[config.mk]
export PLATFORM = sky130hd
export DESIGN_NAME = flex_counter_ud
export DESIGN_NICKNAME = d
export VERILOG_FILES = /design/src/rtl/flex_counter_ud.sv
export SDC_FILE = /design/constraint.sdc
export NUM_CORES = 1
export LEC_CHECK = 0
export ABC_AREA = 1
export ABC_CLOCK_PERIOD_IN_PS = 3910
export CORE_AREA = 4 4 47 91
export DETAILED_ROUTE_END_ITERATION = 10
export DIE_AREA = 0 0 51 95
export PLACE_DENSITY = 0.94
export SLEW_MARGIN = 20
export SYNTH_ARGS = -nofsm -noshare
export SYNTH_HDL_FRONTEND = slang
export SYNTH_SLANG_ARGS = --single-unit
export TNS_END_PERCENT = 5
[constraint.sdc]
create_clock -name clk -period 3.91 [get_ports clk]
set_clock_uncertainty 0.2 [all_clocks]
set_input_delay 0.782 -clock clk [delete_from_list [all_inputs] [get_ports clk]]
set_output_delay 0.782 -clock clk [all_outputs]
set_load 0.05 [all_outputs]
[src/rtl/flex_counter_ud.sv]
// Bounded up/down counter with runtime bounds, wrap/saturate modes, synchronous
// load and clear, registered boundary/event flags and a saturating wrap counter.
module flex_counter_ud #(
  parameter int unsigned NUM_CNT_BITS  = 4,
  parameter int unsigned WRAP_CNT_BITS = 8
) (
  input  logic                     clk,
  input  logic                     n_rst,
  input  logic                     clear,
  input  logic                     load,
  input  logic [NUM_CNT_BITS-1:0]  load_val,
  input  logic                     count_enable,
  input  logic                     count_up,
  input  logic                     saturate,
  input  logic [NUM_CNT_BITS-1:0]  low_val,
  input  logic [NUM_CNT_BITS-1:0]  high_val,
  output logic [NUM_CNT_BITS-1:0]  count_out,
  output logic                     at_high,
  output logic                     at_low,
  output logic                     wrap_flag,
  output logic                     sat_flag,
  output logic                     config_err,
  output logic [WRAP_CNT_BITS-1:0] wrap_cnt
);

  logic                     cfg_bad;
  logic [NUM_CNT_BITS-1:0]  cnt_nxt;
  logic [WRAP_CNT_BITS-1:0] wcnt_nxt;
  logic                     wrap_ev;
  logic                     sat_ev;

  assign cfg_bad = (low_val > high_val);

  always_comb begin
    cnt_nxt  = count_out;
    wcnt_nxt = wrap_cnt;
    wrap_ev  = 1'b0;
    sat_ev   = 1'b0;
    if (clear) begin
      cnt_nxt  = low_val;
      wcnt_nxt = '0;
    end else if (cfg_bad) begin
      cnt_nxt = count_out;
    end else if (load) begin
      if (load_val < low_val)       cnt_nxt = low_val;
      else if (load_val > high_val) cnt_nxt = high_val;
      else                          cnt_nxt = load_val;
    end else if (count_enable) begin
      // Out-of-range counts are pulled back to the nearest bound before any step.
      if (count_out < low_val) begin
        cnt_nxt = low_val;
      end else if (count_out > high_val) begin
        cnt_nxt = high_val;
      end else if (count_up) begin
        if (count_out != high_val) begin
          cnt_nxt = count_out + NUM_CNT_BITS'(1);
        end else if (saturate) begin
          sat_ev = 1'b1;
        end else begin
          cnt_nxt = low_val;
          wrap_ev = 1'b1;
        end
      end else begin
        if (count_out != low_val) begin
          cnt_nxt = count_out - NUM_CNT_BITS'(1);
        end else if (saturate) begin
          sat_ev = 1'b1;
        end else begin
          cnt_nxt = high_val;
          wrap_ev = 1'b1;
        end
      end
    end
    if (wrap_ev && (wrap_cnt != '1)) wcnt_nxt = wrap_cnt + WRAP_CNT_BITS'(1);
  end

  always_ff @(posedge clk or negedge n_rst) begin
    if (!n_rst) begin
      count_out  <= '0;
      at_high    <= 1'b0;
      at_low     <= 1'b0;
      wrap_flag  <= 1'b0;
      sat_flag   <= 1'b0;
      config_err <= 1'b0;
      wrap_cnt   <= '0;
    end else begin
      count_out  <= cnt_nxt;
      at_high    <= (cnt_nxt == high_val);
      at_low     <= (cnt_nxt == low_val);
      wrap_flag  <= wrap_ev;
      sat_flag   <= sat_ev;
      config_err <= cfg_bad;
      wrap_cnt   <= wcnt_nxt;
    end
  end

endmodule

[Word-level counts from Yosys, hierarchy flattened]
Index checks and enable logic that the tools add are counted.
Storage, ports and cells
  word-level logic and storage cells: 57
  input port bits: 19
  memories: 0
  output and inout port bits: 17
  register bits: 17
  memory bits (writable): 0
  memory bits (read-only): 0
  latch bits: 0
Operators by class
  $add $sub $neg: 3
  divide/modulo/power cells: 0
  magnitude comparators: 5
  bitwise gates (word level): 0
  muxes and demuxes: 35
  multiply operators: 0
  reductions and logical operators: 2
  eq/ne operators: 5
  shift operators: 0
Operators with widths (count)
  $mux W4: 13
  $mux W1: 20
  $mux W8: 2
  $gt A4 B4 Y1: 3
  $add A8 B1 Y8 const B: 1
  $eq A4 B4 Y1: 2
  $lt A4 B4 Y1: 2
  $ne A4 B4 Y1: 2
  $ne A8 B8 Y1 const B: 1
  $add A4 B1 Y4 const B: 1
  $sub A4 B1 Y4 const B: 1
  $reduce_bool A2 Y1: 1
  $logic_and A1 B1 Y1: 1

[Longest topological paths before layout]
  depth in word-level cells: 11
  gate-level depth with buffers: 21
  mapped depth without buffers: 21

[Worst setup path after synthesis]
No wires, ideal clock.
  kind: flip-flop to flip-flop
  start: register count_out[0]
  end: register wrap_cnt[2]
  slack: 1258 ps
  stages on the path, launching flop included: 12
  clock period less this slack: 2652 ps
  data required time: 3588 ps
  arrival: 2330 ps
  path through: dfrtp_1 > inv_1 > ha_1 > nand4_2 > o21ai_1 > nor3b_2 > nand2_1 > inv_2 > o21ai_4 > nand2_4 > inv_2 > a32o_1
Between the ends
  word-level cells in the longest chain between the ends: 11
  elaborated cells between the ends (all ways): 16
  classes of those cells: order compare (2); eq/ne (2); mux (10); reduce/logical (2)
RTL lines
  start, declared: line 17  | output logic [NUM_CNT_BITS-1:0] count_out,
  start signal, assigned: line 87  | count_out <= cnt_nxt;
  $ne A4 B4 Y1, on equally long branches: line 64, 55
  $mux W1, on equally long branches: line 64, 55
  $mux W1: line 54  | end else if (count_up) begin
  $mux W1: line 52  | end else if (count_out > high_val) begin
  $mux W1 (*): line 50  | if (count_out < low_val) begin
  $mux W1 (*): line 48  | end else if (count_enable) begin
  $mux W1 (*): line 44  | end else if (load) begin
  $mux W1 (*): line 42  | end else if (cfg_bad) begin
  $mux W1 (*): line 39  | if (clear) begin
  net wrap_ev: line 29  | logic wrap_ev;
  $logic_and A1 B1 Y1 (*): line 74  | if (wrap_ev && (wrap_cnt != '1)) wcnt_nxt = wrap_cnt + WRAP_CNT_BITS'(1);
  $mux W8 / $reduce_bool A2 Y1 (equally long branches)
  end signal, assigned: line 93  | wrap_cnt <= wcnt_nxt;
  end, declared: line 23  | output logic [WRAP_CNT_BITS-1:0] wrap_cnt
Mark *: on every way through the listed nets, which the timed path passes. The rest lies on a longest branch.
A chain may end at the register's enable or synchronous reset.

[Worst setup path after layout]
  start: input high_val[3]
  end: register at_high
Between the ends
  word-level cells in the longest chain between the ends: 10
  elaborated cells between the ends (all ways): 17
  classes of those cells: order compare (3); eq/ne (2); mux (12)
RTL lines
  start, declared: line 16  | input logic [NUM_CNT_BITS-1:0] high_val,
  $ne A4 B4 Y1 / $mux W4 (equally long branches): line 55, 66
  $mux W4, on equally long branches: line 55, 64
  $mux W4: line 54
  $mux W4: line 52
  $mux W4: line 50
  $mux W4: line 48
  $mux W4: line 44
  $mux W4: line 42
  $mux W4: line 39
  $eq A4 B4 Y1 (*): line 88  | at_high <= (cnt_nxt == high_val);
  end signal, assigned: line 88
  end, declared: line 18  | output logic at_high,
Mark *: on every way between the ends. The rest lies on a longest branch, timed or not.

==> impl_metrics.env <==
export IMPL_crit_start="high_val[3]"
export IMPL_cts_resized=0
export IMPL_ioPinCount=36
export IMPL_synthArstFlopShare=1.00
export IMPL_cts_tree="yes"
export IMPL_synthTopCellsByCount="nand2_1 (104), inv_1 (55), nand3_1 (36)"
export IMPL_rr_worst_depth=18
export IMPL_status="finished clean"
export IMPL_synth_area_top_cells="dfrtp_1 (21%), nand2_1 (19%), ha_1 (14%)"
export IMPL_synth_warning_count=0
export IMPL_min_delay_start="wrap_cnt[0]"
export IMPL_worstPathCellList="clkdlybuf4s50_1 > inv_1 > ha_1 > nand4_2 > nor2_1 > nor2_1 > nand2_1 > nand3_1 > nand2_1 > nand2_1 > nand2_1 > nand2_1 > nand2_1 > nand2_2 > nand2_2 > nand2_2 > nand2_1 > nand2_1 > nor2_2"
export IMPL_tightest_slew_ns=0.741
export IMPL_hold_path_cell_count=1
export IMPL_drtIter0Drc=100
export IMPL_worstSetupPathType="primary input to flop"
export IMPL_postRouteAntennaNets=0
export IMPL_numCtsBuffers=3
export IMPL_clkTransAtPathRegs_ns=0.06
export IMPL_dp_cells=412
export IMPL_netlist_area_um2=2040
export IMPL_cpMostUsedCell="nand2_1"
export IMPL_synth_top_cell_by_area="dfrtp_1"
export IMPL_max_stage_delay_ns=0.58
export IMPL_die_y_um=95
export IMPL_ys_ff_latch=17
export IMPL_grtUsageTotal=0.267
export IMPL_crit_end="at_high"
export IMPL_drt_pass1_iter_count=4
export IMPL_fin_nets=409
export IMPL_antenna_found_initial=0
export IMPL_p_per_area_nw_per_um2=290
export IMPL_grt_pass1_vias=2290
export IMPL_synth_most_common_cell="nand2_1"
export IMPL_setup_violations=0
export IMPL_crit_buf_inv=2
export IMPL_drt_vias_per_instance=5.70
export IMPL_slowest_stage="clkdlybuf4s50_1"
export IMPL_drcViolationCount=0
export IMPL_die_area_um2=4850
export IMPL_maxSlewHeadroom=0.504
export IMPL_max_freq_mhz=297
export IMPL_synth_edf_count=0
export IMPL_clock_sinks=17
export IMPL_postCtsSetupRepairBufs=0
export IMPL_yosys_most_used_dff="dfrtp_1"
export IMPL_dp_hpwl_mm=4.90
export IMPL_r2r_end="at_high"
export IMPL_wl_per_cell_um=14.8
export IMPL_grt_max_degree=18
export IMPL_ctsLongestPathBuffers=2
export IMPL_gp_congestion=1.00
export IMPL_fin_crit_ns=3.37
export IMPL_design_core_area_um2=3610
export IMPL_timing_rr_start="count_out[0]"
export IMPL_yosys_area_top_type_share=0.209
export IMPL_syn_avg_cell_area_um2=6.25
export IMPL_start_util=0.565
export IMPL_crit_cells=19
export IMPL_grt_ovfl_total=0
export IMPL_crit_family="simple AND/OR/NAND/NOR gates"
export IMPL_grt_pass1_wl_mm=9.83
export IMPL_hold_violations=0
export IMPL_slew_viol_final=0
export IMPL_r2r_setup_slack_ns=1.04
export IMPL_cp_required_ns=3.91
export IMPL_cp_end_kind="flop"
export IMPL_fin_tns_setup_ns=0
export IMPL_synth_nets=367
export IMPL_h_tree_depth=1
export IMPL_vias=2370
export IMPL_ctsHoldBuffers=0
export IMPL_crit_path_max_fanout=7
export IMPL_yosysUniqueCellTypes=32
export IMPL_drt_total_wl_mm=6.14
export IMPL_leakage_nw=1.36
export IMPL_cts_root_buffer_cell="clkbuf_8"
export IMPL_rows=31
export IMPL_ir_drop_v=0.000148
export IMPL_drive_above_1_share=0.0926
export IMPL_clk_latency_ns=0.26
export IMPL_hp_class="flop to flop"
export IMPL_drv_cap=0
export IMPL_synthCells=326
export IMPL_synthToLayoutAreaGrowth_pct=23.2
export IMPL_dieWidth_um=51
export IMPL_utilization=0.696
export IMPL_fin_cells=416
export IMPL_synth_seq_area_share=0.209
export IMPL_rsz0062_at_grt="no"
export IMPL_antenna_cells=0
export IMPL_fin_crit_sh=0.862
export IMPL_arrival_ns=3.37
export IMPL_numPortBuffers=35
export IMPL_crit_path_start_kind="primary input"
## power by group
part | total (mW) | leakage (nW) | switching, mW | internal [mW]
registers | 0.208 | 0.224 | 0.0214 | 0.186
clock network | 0.134 | 0.0255 | 0.0629 | 0.0710
logic | 0.386 | 1.11 | 0.252 | 0.134
## state kept, by name, indices dropped and copies added, names as in the netlist
register,flops
wrap_cnt,8
count_out,4
at_high,1
at_low,1
config_err,1
sat_flag,1
wrap_flag,1
## placed cells by master, fill, tap and decap left out, drive strengths merged, types with 2 or more instances in the layout
master,count
a21oi,14
o21ai,20
clkbuf,3
nand3,38
nand4,4
buf,2
or2,2
inv,62
nor2,15
nand2,113
dfrtp,17
o22ai,5
ha,22
xor2,4
clkdlybuf4s50,35
nor3,3
## logic make-up (layout without fill, tap and decap cells)
logic type	count (synthesis)	after routing	synth area share
simple gates	177	177	0.398
buf+inv	62	103	0.114
compound gates	43	43	0.123
fa+ha+maj	22	22	0.135
flops	17	17	0.209
xor+xnor	5	5	0.0215
## worst min path at each step
| stage | endpoint | slack (ns) |
|---|---|---|
| after global routing | wrap_cnt[0] | 0.35 |
| final | wrap_cnt[0] | 0.32 |
| after detailed placement | wrap_cnt[0] | 0.31 |
| after CTS | wrap_cnt[0] | 0.32 |
| after global placement | wrap_cnt[0] | 0.31 |
| after floorplan | at_high | 0.29 |
## routing by layer
layer | up-vias | share of wire | global-route usage | wire [µm]
met2 | 125 | 0.53 | 0.486 | 3250
met5 | - | 0 | 0 | 0
li1 | 1132 | - | - | -
met3 | 40 | 0.067 | 0.0348 | 413
met4 | 0 | 0.070 | 0.231 | 428
met1 | 1073 | 0.33 | 0.250 | 2050
## metrics by stage
stage / setup WS (ns) / instance area, µm² / hold WS, ns / power, mW
floorplan: 1.26 / 2040 / 0.286 / 0.467
global placement: 0.458 / 2460 / 0.308 / 0.579
detailed placement: 0.425 / 2460 / 0.312 / 0.587
CTS: 0.606 / 2510 / 0.320 / 0.720
global route: 0.384 / 2510 / 0.355 / 0.776
finish: 0.540 / 2510 / 0.319 / 0.728
## area by class of cell
cell class	count	area, µm²
clock buffers	3	41.3
clock inverters	1	5.00
fillers	327	1100
inverters	62	233
multi-input cells	247	1380
flip-flops and latches	17	425
well taps	49	61.3
repair buffers	37	365
Power figures use the tool's default switching activity.
==> variant: new RTL, config.mk and constraints unchanged <==
The output `config_err` loses its register stage (`config_err` becomes a continuous assignment).
--- a/src/rtl/flex_counter_ud.sv
+++ b/src/rtl/flex_counter_ud.sv
@@ -82,5 +82,4 @@
       wrap_flag  <= 1'b0;
       sat_flag   <= 1'b0;
-      config_err <= 1'b0;
       wrap_cnt   <= '0;
     end else begin
@@ -90,9 +89,10 @@
       wrap_flag  <= wrap_ev;
       sat_flag   <= sat_ev;
-      config_err <= cfg_bad;
       wrap_cnt   <= wcnt_nxt;
     end
   end
 
+  assign config_err = cfg_bad;
+
 endmodule
 
Behaviour: not the same (Yosys sat finds a counterexample within 4 cycles, from zero or initial values and one cycle with n_rst low).
==> variant against the unedited design <==
  * Final area rose by 0.70%
  * Worst setup slack got worse by 0.23 ns
  * Register-to-register slack improved by 0.26 ns
  * Largest cell class unchanged
  * Power fell by 0.77%
  * Sequential cell count fell by 1
  * Wire length rose by 1.0%
  * First-iteration DRC count fell by 11%
  * Synthesized area fell by 0.80%
==> variant: results (changes against the unedited design) <==
clocking:
  post-cts-setup-buffers: 0  # unchanged
  clockRootBuffer: "clkbuf_8"
  clock_latency_ns: 0.25
  cts_made_buffers: 3  # unchanged
  cts_max_level: 1  # unchanged
  cts-resized-gates: 0  # unchanged
  cts_buffer_depth: 2  # unchanged
finish:
  antenna_cells: 0  # unchanged
  final_cells: 419  # +0.72%
  fillers: 317  # -3.1%
  final_nets: 412  # +0.73%
  drive_gt1_frac: 0.103  # +0.0101
grt:
  grt_max_degree: 17  # -1
  grt.total_usage: 0.269  # +0.00199
  globalRouteMet2Util: 0.523  # +0.0366
  use_met1: 0.242  # -0.00853
  grt_pass1_vias: 2279  # -0.48%
  grt_use_met3: 0.0269  # -0.00790
  grt_pass1_wl_mm: 9.94  # +1.1%
synth:
  synth_area_leaders: "dfrtp_1, nand2_1, ha_1, inv_1, nand3_1"
  synth_seq_area_share: 0.198  # -0.0107
  synthesis.nets: 368  # +0.27%
  yosys-top-cells-count: "nand2_1, inv_1, nand3_1"
  synth_cell_types: 29  # -9.4%
  synth_cells: 327  # +0.31%
worst_setup_path:
  cp_top_family: "buffers and inverters"
  crit_end: "config_err"
  path_max_fanout: 6  # -1
  timing.rr.end: "at_high$_DFF_PN0_"
  crit_arrival_ns: 2.61  # -0.76 ns
  r2r_setup_slack_ns: 1.30  # +0.26 ns
  worstRegToRegCells: 16  # -2
  reg2reg_from: "count_out[0]$_DFF_PN0_"
routing:
  wl_met3_microns: 417  # +0.97%
  first_pass_iters: 6  # +2
  wl_met1_mm: 1.92  # -6.6%
  routed_wl_mm: 6.21  # +1.0%
  drt_first_iter_violations: 89  # -11%
  route.met2.wl_mm: 3.38  # +3.9%
  vias_per_cell: 5.64  # -0.97%
run:
  cap_violations: 0  # unchanged
placed_design:
  pre_cts_slack_ns: 0.335  # -0.0904 ns
  place_area_sq_um: 2470  # +0.36%
  routabilityCongestion: 0.983  # -1.8%
  numPortBuffers: 35  # unchanged
  hpwl_mm: 5.08  # +3.8%
power_and_ir_drop:
  p_leak_nw: 1.35  # -0.37%
  ir_drop_mv: 0.140  # -5.7%
min_path:
  holdCritPathClass: "register to register"
  worstHoldStart: "wrap_cnt[1]$_DFFE_PN0P_"
  hold_end: "wrap_cnt[1]$_DFFE_PN0P_"
  hold_depth: 2  # +1
sta:
  max_slew.worst_pin.slew_ns: 0.693  # -0.0479 ns
  fmax_mhz: 278  # -6.3%
  whs_ns: 0.392  # +0.0726 ns
outcome:
  status: "completed"
variant: worst reg2reg max path: cells and delay by family, from the launching register on:
| family | cells | cell delay, ns |
|---|---|---|
| adder cells (fa/ha/maj) | 1 | 0.34 |
| AND/OR/NAND/NOR | 14 | 1.31 |
| flip-flops | 1 | 0.53 |
| buffers and inverters | 1 | 0.17 |
variant: report_power, final:
| group | total [mW] | internal [mW] | switching, mW |
|---|---|---|---|
| clock network | 0.147 | 0.0895 | 0.0576 |
| registers | 0.195 | 0.174 | 0.0215 |
| logic | 0.380 | 0.136 | 0.244 |
variant: layout make-up:
cell class | count | area [sq um] | area share
repair buffers | 39 | 390 | 0.154
flip-flops and latches | 16 | 400 | 0.158
clock buffers | 4 | 55.1 | 0.0218
multi-input cells | 247 | 1380 | 0.546
inverters | 64 | 240 | 0.0950
well taps | 49 | 61.3 | 0.0242
variant: logic make-up after synthesis:
kind of cell / synth area share
buf+inv: 0.119
xor+xnor: 0.0217
flops: 0.198
simple gates: 0.395
fa+ha+maj: 0.136
compound gates: 0.131
